[config.mk]
export PLATFORM = sky130hd
export DESIGN_NAME = dvs_event_to_aer_transmitter
export DESIGN_NICKNAME = d
export VERILOG_FILES = /design/src/rtl/dvs_ravens_pkg.sv /design/src/rtl/dvs_sync_ff.sv /design/src/rtl/dvs_event_to_aer_transmitter.sv
export SDC_FILE = /design/constraint.sdc
export NUM_CORES = 1
export LEC_CHECK = 0
export CAP_MARGIN = 15
export CORE_MARGIN = 2
export CORE_UTILIZATION = 50
export CTS_CLUSTER_SIZE = 30
export DETAILED_ROUTE_END_ITERATION = 8
export PLACE_DENSITY = 0.76
export SLEW_MARGIN = 25
export SYNTH_ARGS = -nofsm -noshare
export SYNTH_HDL_FRONTEND = slang
export SYNTH_HIERARCHICAL = 1
export SYNTH_SLANG_ARGS = --single-unit
[constraint.sdc]
create_clock -name clk -period 1.7 [get_ports clk]
set_input_delay 0.34 -clock clk [delete_from_list [all_inputs] [get_ports clk]]
set_output_delay 0.34 -clock clk [all_outputs]
set_load 0.005 [all_outputs]
[src/rtl/dvs_ravens_pkg.sv]
// Shared definitions for the RAVENS DVS camera interface blocks.
package dvs_ravens_pkg;

   localparam int unsigned DVS_WIDTH_PXLS  = 346;
   localparam int unsigned DVS_HEIGHT_PXLS = 260;
   localparam int unsigned CLK_PERIOD_NS   = 10;

   // Packed on-chip event: {polarity, x, y}
   localparam int unsigned EVENT_BITS = 19;
   localparam int unsigned EV_POL_BIT = 18;
   localparam int unsigned EV_X_MSB   = 17;
   localparam int unsigned EV_X_LSB   = 9;
   localparam int unsigned EV_Y_MSB   = 8;
   localparam int unsigned EV_Y_LSB   = 0;

   localparam int unsigned COORD_BITS = 9;
   localparam int unsigned AER_BITS   = 10;

   // AER transmitter handshake sequencer
   typedef enum logic [2:0] {
      IDLE,
      Y_SETUP,
      Y_REQ,
      Y_REL,
      X_SETUP,
      X_REQ,
      X_REL,
      GAP
   } aer_tx_state_t;

endpackage

[src/rtl/dvs_sync_ff.sv]
// Multi-flop synchroniser for a single asynchronous level, async reset to 0.
module dvs_sync_ff #(
   parameter int unsigned STAGES = 2
) (
   input  logic clk,
   input  logic rst,
   input  logic d,
   output logic q
);

   logic [STAGES-1:0] sync_q;

   // Shift the asynchronous input through the flop chain
   always_ff @(posedge clk or posedge rst) begin
      if (rst) sync_q <= '0;
      else     sync_q <= {sync_q[STAGES-2:0], d};
   end

   assign q = sync_q[STAGES-1];

endmodule

[src/rtl/dvs_event_to_aer_transmitter.sv]
// Serialises packed DVS events onto the 4-phase AER bus as a Y (row) word
// followed by an X (column) word; the Y word is skipped while the row is cached.
module dvs_event_to_aer_transmitter
   import dvs_ravens_pkg::*;
#(
   parameter int unsigned SETUP_CYCLES       = 2,
   parameter int unsigned MIN_EVENT_CYCLES   = 9,
   parameter int unsigned ROW_TIMEOUT_CYCLES = 100,
   parameter int unsigned SYNC_STAGES        = 2
) (
   input  logic                  clk,
   input  logic                  rst,
   input  logic                  ev_valid,
   input  logic [EVENT_BITS-1:0] ev_data,
   output logic                  ev_ready,
   output logic [AER_BITS-1:0]   aer,
   output logic                  xsel,
   output logic                  req,
   input  logic                  ack,
   output logic                  busy
);

   localparam int unsigned SETUP_W = $clog2(SETUP_CYCLES + 1);
   localparam int unsigned GAP_W   = $clog2(MIN_EVENT_CYCLES + 1);
   localparam int unsigned ROW_W   = $clog2(ROW_TIMEOUT_CYCLES + 1);

   localparam logic [SETUP_W-1:0] SETUP_MAX  = SETUP_W'(SETUP_CYCLES);
   localparam logic [SETUP_W-1:0] SETUP_LAST = SETUP_W'((SETUP_CYCLES > 0) ? SETUP_CYCLES - 1 : 0);
   localparam logic [GAP_W-1:0]   GAP_MAX    = GAP_W'(MIN_EVENT_CYCLES);
   localparam logic [ROW_W-1:0]   ROW_MAX    = ROW_W'(ROW_TIMEOUT_CYCLES);

   aer_tx_state_t         state, state_n;
   logic                  ev_pol, pol_n;
   logic [COORD_BITS-1:0] ev_x, x_n, ev_y, y_n, last_y, last_y_n;
   logic                  row_valid, row_valid_n;
   logic [SETUP_W-1:0]    setup_cnt, setup_n;
   logic [GAP_W-1:0]      gap_cnt, gap_n;
   logic [ROW_W-1:0]      row_cnt, row_n;
   logic [AER_BITS-1:0]   aer_n;
   logic                  xsel_n, req_n, busy_n, ev_ready_n;
   logic                  ack_s, accept;

   dvs_sync_ff #(.STAGES(SYNC_STAGES)) u_ack_sync (
      .clk (clk),
      .rst (rst),
      .d   (ack),
      .q   (ack_s)
   );

   assign accept = ev_valid && ev_ready;

   // Next-state, next-output and counter update logic
   always_comb begin
      state_n     = state;
      pol_n       = ev_pol;
      x_n         = ev_x;
      y_n         = ev_y;
      last_y_n    = last_y;
      row_valid_n = row_valid;
      setup_n     = setup_cnt;
      aer_n       = aer;
      xsel_n      = xsel;
      req_n       = req;
      busy_n      = busy;

      gap_n = (gap_cnt < GAP_MAX) ? gap_cnt + GAP_W'(1) : gap_cnt;
      row_n = row_cnt;
      if (state == IDLE) begin
         if (row_cnt < ROW_MAX) row_n = row_cnt + ROW_W'(1);
         if (row_n == ROW_MAX)  row_valid_n = 1'b0;
      end

      unique case (state)
         IDLE: begin
            if (accept) begin
               // Accept overrides a same-edge row timeout: the hit test uses the
               // registered row_valid and the pending invalidation is dropped.
               pol_n       = ev_data[EV_POL_BIT];
               x_n         = ev_data[EV_X_MSB:EV_X_LSB];
               y_n         = ev_data[EV_Y_MSB:EV_Y_LSB];
               gap_n       = '0;
               row_n       = '0;
               row_valid_n = row_valid;
               setup_n     = '0;
               busy_n      = 1'b1;
               if (row_valid && (ev_data[EV_Y_MSB:EV_Y_LSB] == last_y)) begin
                  state_n = X_SETUP;
                  aer_n   = {ev_data[EV_X_MSB:EV_X_LSB], ev_data[EV_POL_BIT]};
                  xsel_n  = 1'b1;
               end else begin
                  state_n = Y_SETUP;
                  aer_n   = {ev_data[EV_POL_BIT], ev_data[EV_Y_MSB:EV_Y_LSB]};
                  xsel_n  = 1'b0;
               end
            end
         end
         Y_SETUP, X_SETUP: begin
            if (setup_cnt < SETUP_MAX) setup_n = setup_cnt + SETUP_W'(1);
            if ((setup_cnt >= SETUP_LAST) && !ack_s) begin
               req_n   = 1'b1;
               state_n = (state == Y_SETUP) ? Y_REQ : X_REQ;
            end
         end
         Y_REQ: begin
            if (ack_s) begin
               req_n   = 1'b0;
               state_n = Y_REL;
            end
         end
         X_REQ: begin
            if (ack_s) begin
               req_n   = 1'b0;
               state_n = X_REL;
            end
         end
         Y_REL: begin
            if (!ack_s) begin
               state_n     = X_SETUP;
               last_y_n    = ev_y;
               row_valid_n = 1'b1;
               setup_n     = '0;
               aer_n       = {ev_x, ev_pol};
               xsel_n      = 1'b1;
            end
         end
         X_REL: begin
            if (!ack_s) begin
               state_n = IDLE;
               busy_n  = 1'b0;
            end
         end
         default: state_n = IDLE;
      endcase

      ev_ready_n = (state_n == IDLE) && (gap_n >= GAP_MAX);
   end

   // State, event latch, row cache, counters and registered outputs
   always_ff @(posedge clk or posedge rst) begin
      if (rst) begin
         state     <= IDLE;
         ev_pol    <= 1'b0;
         ev_x      <= '0;
         ev_y      <= '0;
         last_y    <= '0;
         row_valid <= 1'b0;
         setup_cnt <= '0;
         gap_cnt   <= '0;
         row_cnt   <= '0;
         aer       <= '0;
         xsel      <= 1'b0;
         req       <= 1'b0;
         busy      <= 1'b0;
         ev_ready  <= 1'b0;
      end else begin
         state     <= state_n;
         ev_pol    <= pol_n;
         ev_x      <= x_n;
         ev_y      <= y_n;
         last_y    <= last_y_n;
         row_valid <= row_valid_n;
         setup_cnt <= setup_n;
         gap_cnt   <= gap_n;
         row_cnt   <= row_n;
         aer       <= aer_n;
         xsel      <= xsel_n;
         req       <= req_n;
         busy      <= busy_n;
         ev_ready  <= ev_ready_n;
      end
   end

endmodule
==> results.cfg <==
[floorplanning]
rows = 28
die_x_um = 82.1
die-area_mm2 = 0.00674
die_h_um = 82.1
ios = 37
initial_core_util = 0.515
coreArea_mm2 = 0.00592

[grt]
grt_pass1_vias = 2610
grt_max_degree = 23
grt_first_pass_wirelength_um = 12000
grt.overflow.total = 0
grt.total_usage = 0.238
antenna_found_initial = 0

[timing]
finalHoldViolCount = 0
slew_headroom = 0.785
tns_ps = -0.242
rsz0062_at_grt = yes
worst_pin_slew_ps = 322
setup_slack_ps = -0.242
clock_skew_ps = 9.42
slew_violations = 0
setup_violations = 1
period_needed_ps = 1700
max_freq_mhz = 588
fin_crit_sh = 1.00

[layout]
stdcell_area_mm2 = 0.00436
finish.net_count = 417
final_common_cell = dfrtp_1
fillers = 410
antenna_cells = 0
area_growth_pct = 43.1
final_cell_mix = 59 x dfrtp_1, 55 x buf_4, 33 x clkdlybuf4s50_1
drive_above_1_share = 0.347

[worst_setup_path]
crit_fanout = 4
cpMaxStageDelayCell = clkdlybuf4s50_1
crit_family = buffers and inverters
crit-reg2reg-launch = state[1]$_DFF_PP0_
worstSetupEndpointType = flip-flop
path_class = primary input to flip-flop
critPathArrivalTime_ps = 1930
startpoint_type = primary input
critPathRequiredTime_ps = 1930
startpoint = ev_data[2]
critPathBufInv = 2
crit_chain = clkdlybuf4s50_1 -> xor2_1 -> nor4_4 -> and3_4 -> nand2b_4 -> buf_4 -> o221a_1
max_stage_delay_ps = 500

[yosys]
synth_nets = 316
syn-instance-count = 289
syn_area_per_cell_um2 = 10.5
synth_ff_type = dfrtp_1
synth-edff-count = 0
synth.distinct_cells = 45
ys_seq_elements = 61
yosysWarnings = 6
syn_area_mm2 = 0.00305
yosysSeqAreaShare = 0.501
ys_async_sr_fraction = 1.00

[clock_network]
clkLatencyLatePin_ps = 340
htreeDepth = 3
cts_tree = done
clockBufferDepth = 2
root_buffer = clkbuf_8
clk_pin_slew_ps = 70
cts_made_buffers = 9
cts_sinks = 61

[power]
vdd_drop_max_mv = 1.28
switchingPower_uw = 2600
p_comb_frac = 0.457
p_sw_frac = 0.349
power_density_mw_per_mm2 = 1710
clkPwrFrac = 0.196
p_leak_uw = 0.00194
p_int_uw = 4840
power_frac_seq = 0.347

[drt]
drcViolationCount = 0
ant_nets = 0
drt_iter0_drc = 125
vias = 2630
wire_per_inst_um = 16.7
via_per_inst = 5.60
wirelength_um = 7840
firstDrtPassIters = 4

[placement]
dpl_cell_area_mm2 = 0.00392
io_buffers = 36
gp_congestion = 0.854
dpl.hpwl_um = 5290
pre_cts_ws_ps = -360

[status]
status = finished with violations
violations = negative setup slack

[run]
maxCapViolations = 0

[worst_hold_path]
hold_path_class = primary input to async pin
[cell type report]
type / count / area [µm²] / share of cell area
multi-input combinational: 202 / 1530 / 0.351
sequential: 61 / 1530 / 0.351
timing repair buffer: 102 / 927 / 0.213
clock buffer: 11 / 141 / 0.0324
tap: 75 / 93.8 / 0.0215
clock inverter: 5 / 81.3 / 0.0187
inverter: 14 / 56.3 / 0.0129
[state kept, by name, summed over array words and instances, names as in the netlist, 2 cells and up]
register           cells
ev_x                   9
ev_y                   9
gap_cnt                4
row_cnt                7
u_ack_sync/sync_q      2
aer                   10
last_y                 9
state                  3
setup_cnt              2
[stage by stage]
step                      hold slack, ps  std cells  utilization  power (µW)
after detailed placement             340        447        0.663        5550
after global routing                 269        470        0.736        7920
final                                251        470        0.736        7440
after floorplan                     81.2        289            -        4260
after CTS                            252        465        0.707        7090
after global placement               333        447        0.663        5390
[Yosys cell counts, drive strengths merged, types with 2 or more instances]
cell type / count / share of area
dfrtp: 61 / 0.50
nor2: 33 / 0.046
mux2: 28 / 0.10
a21oi: 26 / 0.043
o21ai: 22 / 0.036
nand2: 17 / 0.021
inv: 14 / 0.017
buf: 10 / 0.018
o221a: 8 / 0.030
nand3: 7 / 0.011
nand4: 6 / 0.014
xor2: 6 / 0.017
xnor2: 5 / 0.014
ha: 4 / 0.016
nor3: 4 / 0.0082
a31oi: 3 / 0.0062
and3: 3 / 0.0078
or3: 3 / 0.0078
and2: 2 / 0.0041
and4: 2 / 0.0057
clkbuf: 2 / 0.0025
mux2i: 2 / 0.0066
nand2b: 2 / 0.0041
nand3b: 2 / 0.0049
nor2b: 2 / 0.0041
nor4: 2 / 0.0090
o311ai: 2 / 0.0082
or3b: 2 / 0.0057
[final timing paths]
kind,end,slack [ps],depth (start not counted)
min in group clk,u_ack_sync/sync_q[1]$_DFF_PP0_,360,0
worst min-delay path,u_ack_sync/sync_q[0]$_DFF_PP0_,250,2
worst min register to register,u_ack_sync/sync_q[1]$_DFF_PP0_,360,0
worst max register to register,ev_y[0]$_DFFE_PP0P_,-0.2,4
worst max-delay path,aer[2]$_DFFE_PP0P_,-0.2,7
max in group asynchronous,state[0]$_DFF_PP0_,960,3
[power by group through the flow]
stage	Sequential, µW	Combinational, µW	Clock, µW
floorplan	2470	1790	0
finish	2580	3400	1460
global placement	2530	2860	0
detailed placement	2580	2970	0
global route	2650	3730	1550
CTS	2550	3070	1470
[metal layers]
metal / track usage / vias up / routed length [µm]
li1: - / 1236 / -
met1: 0.296 / 1323 / 3390
met2: 0.418 / 63 / 4080
met3: 0.0495 / 8 / 286
met4: 0.0717 / 0 / 78
met5: 0 / - / 0
[worst register-to-register path, cell delays in order, from the launching register on]
cell and delay [ps]:
dfrtp_2 440, or3_4 410, nor2_8 210, buf_6 180, mux2_2 340
[logic make-up after synthesis]
logic type,Yosys count,synth area share
buffers and inverters,26,0.0378
AOI/OAI and AO/OA,68,0.142
adders and majority gates,5,0.0197
muxes,30,0.110
xor gates and xnor gates,11,0.0316
and+or+nand+nor,88,0.158
DFF,61,0.501
[repair_timing]
item / CTS / global route
pin swaps: 4 / 18
gates resized for setup: 9 / 39
endpoints found under the setup margin: 14 / 27
gates cloned: 0 / 0
hold buffers: 0 / 0
buffers inserted: 2 / 5
Power figures use the tool's default switching activity.
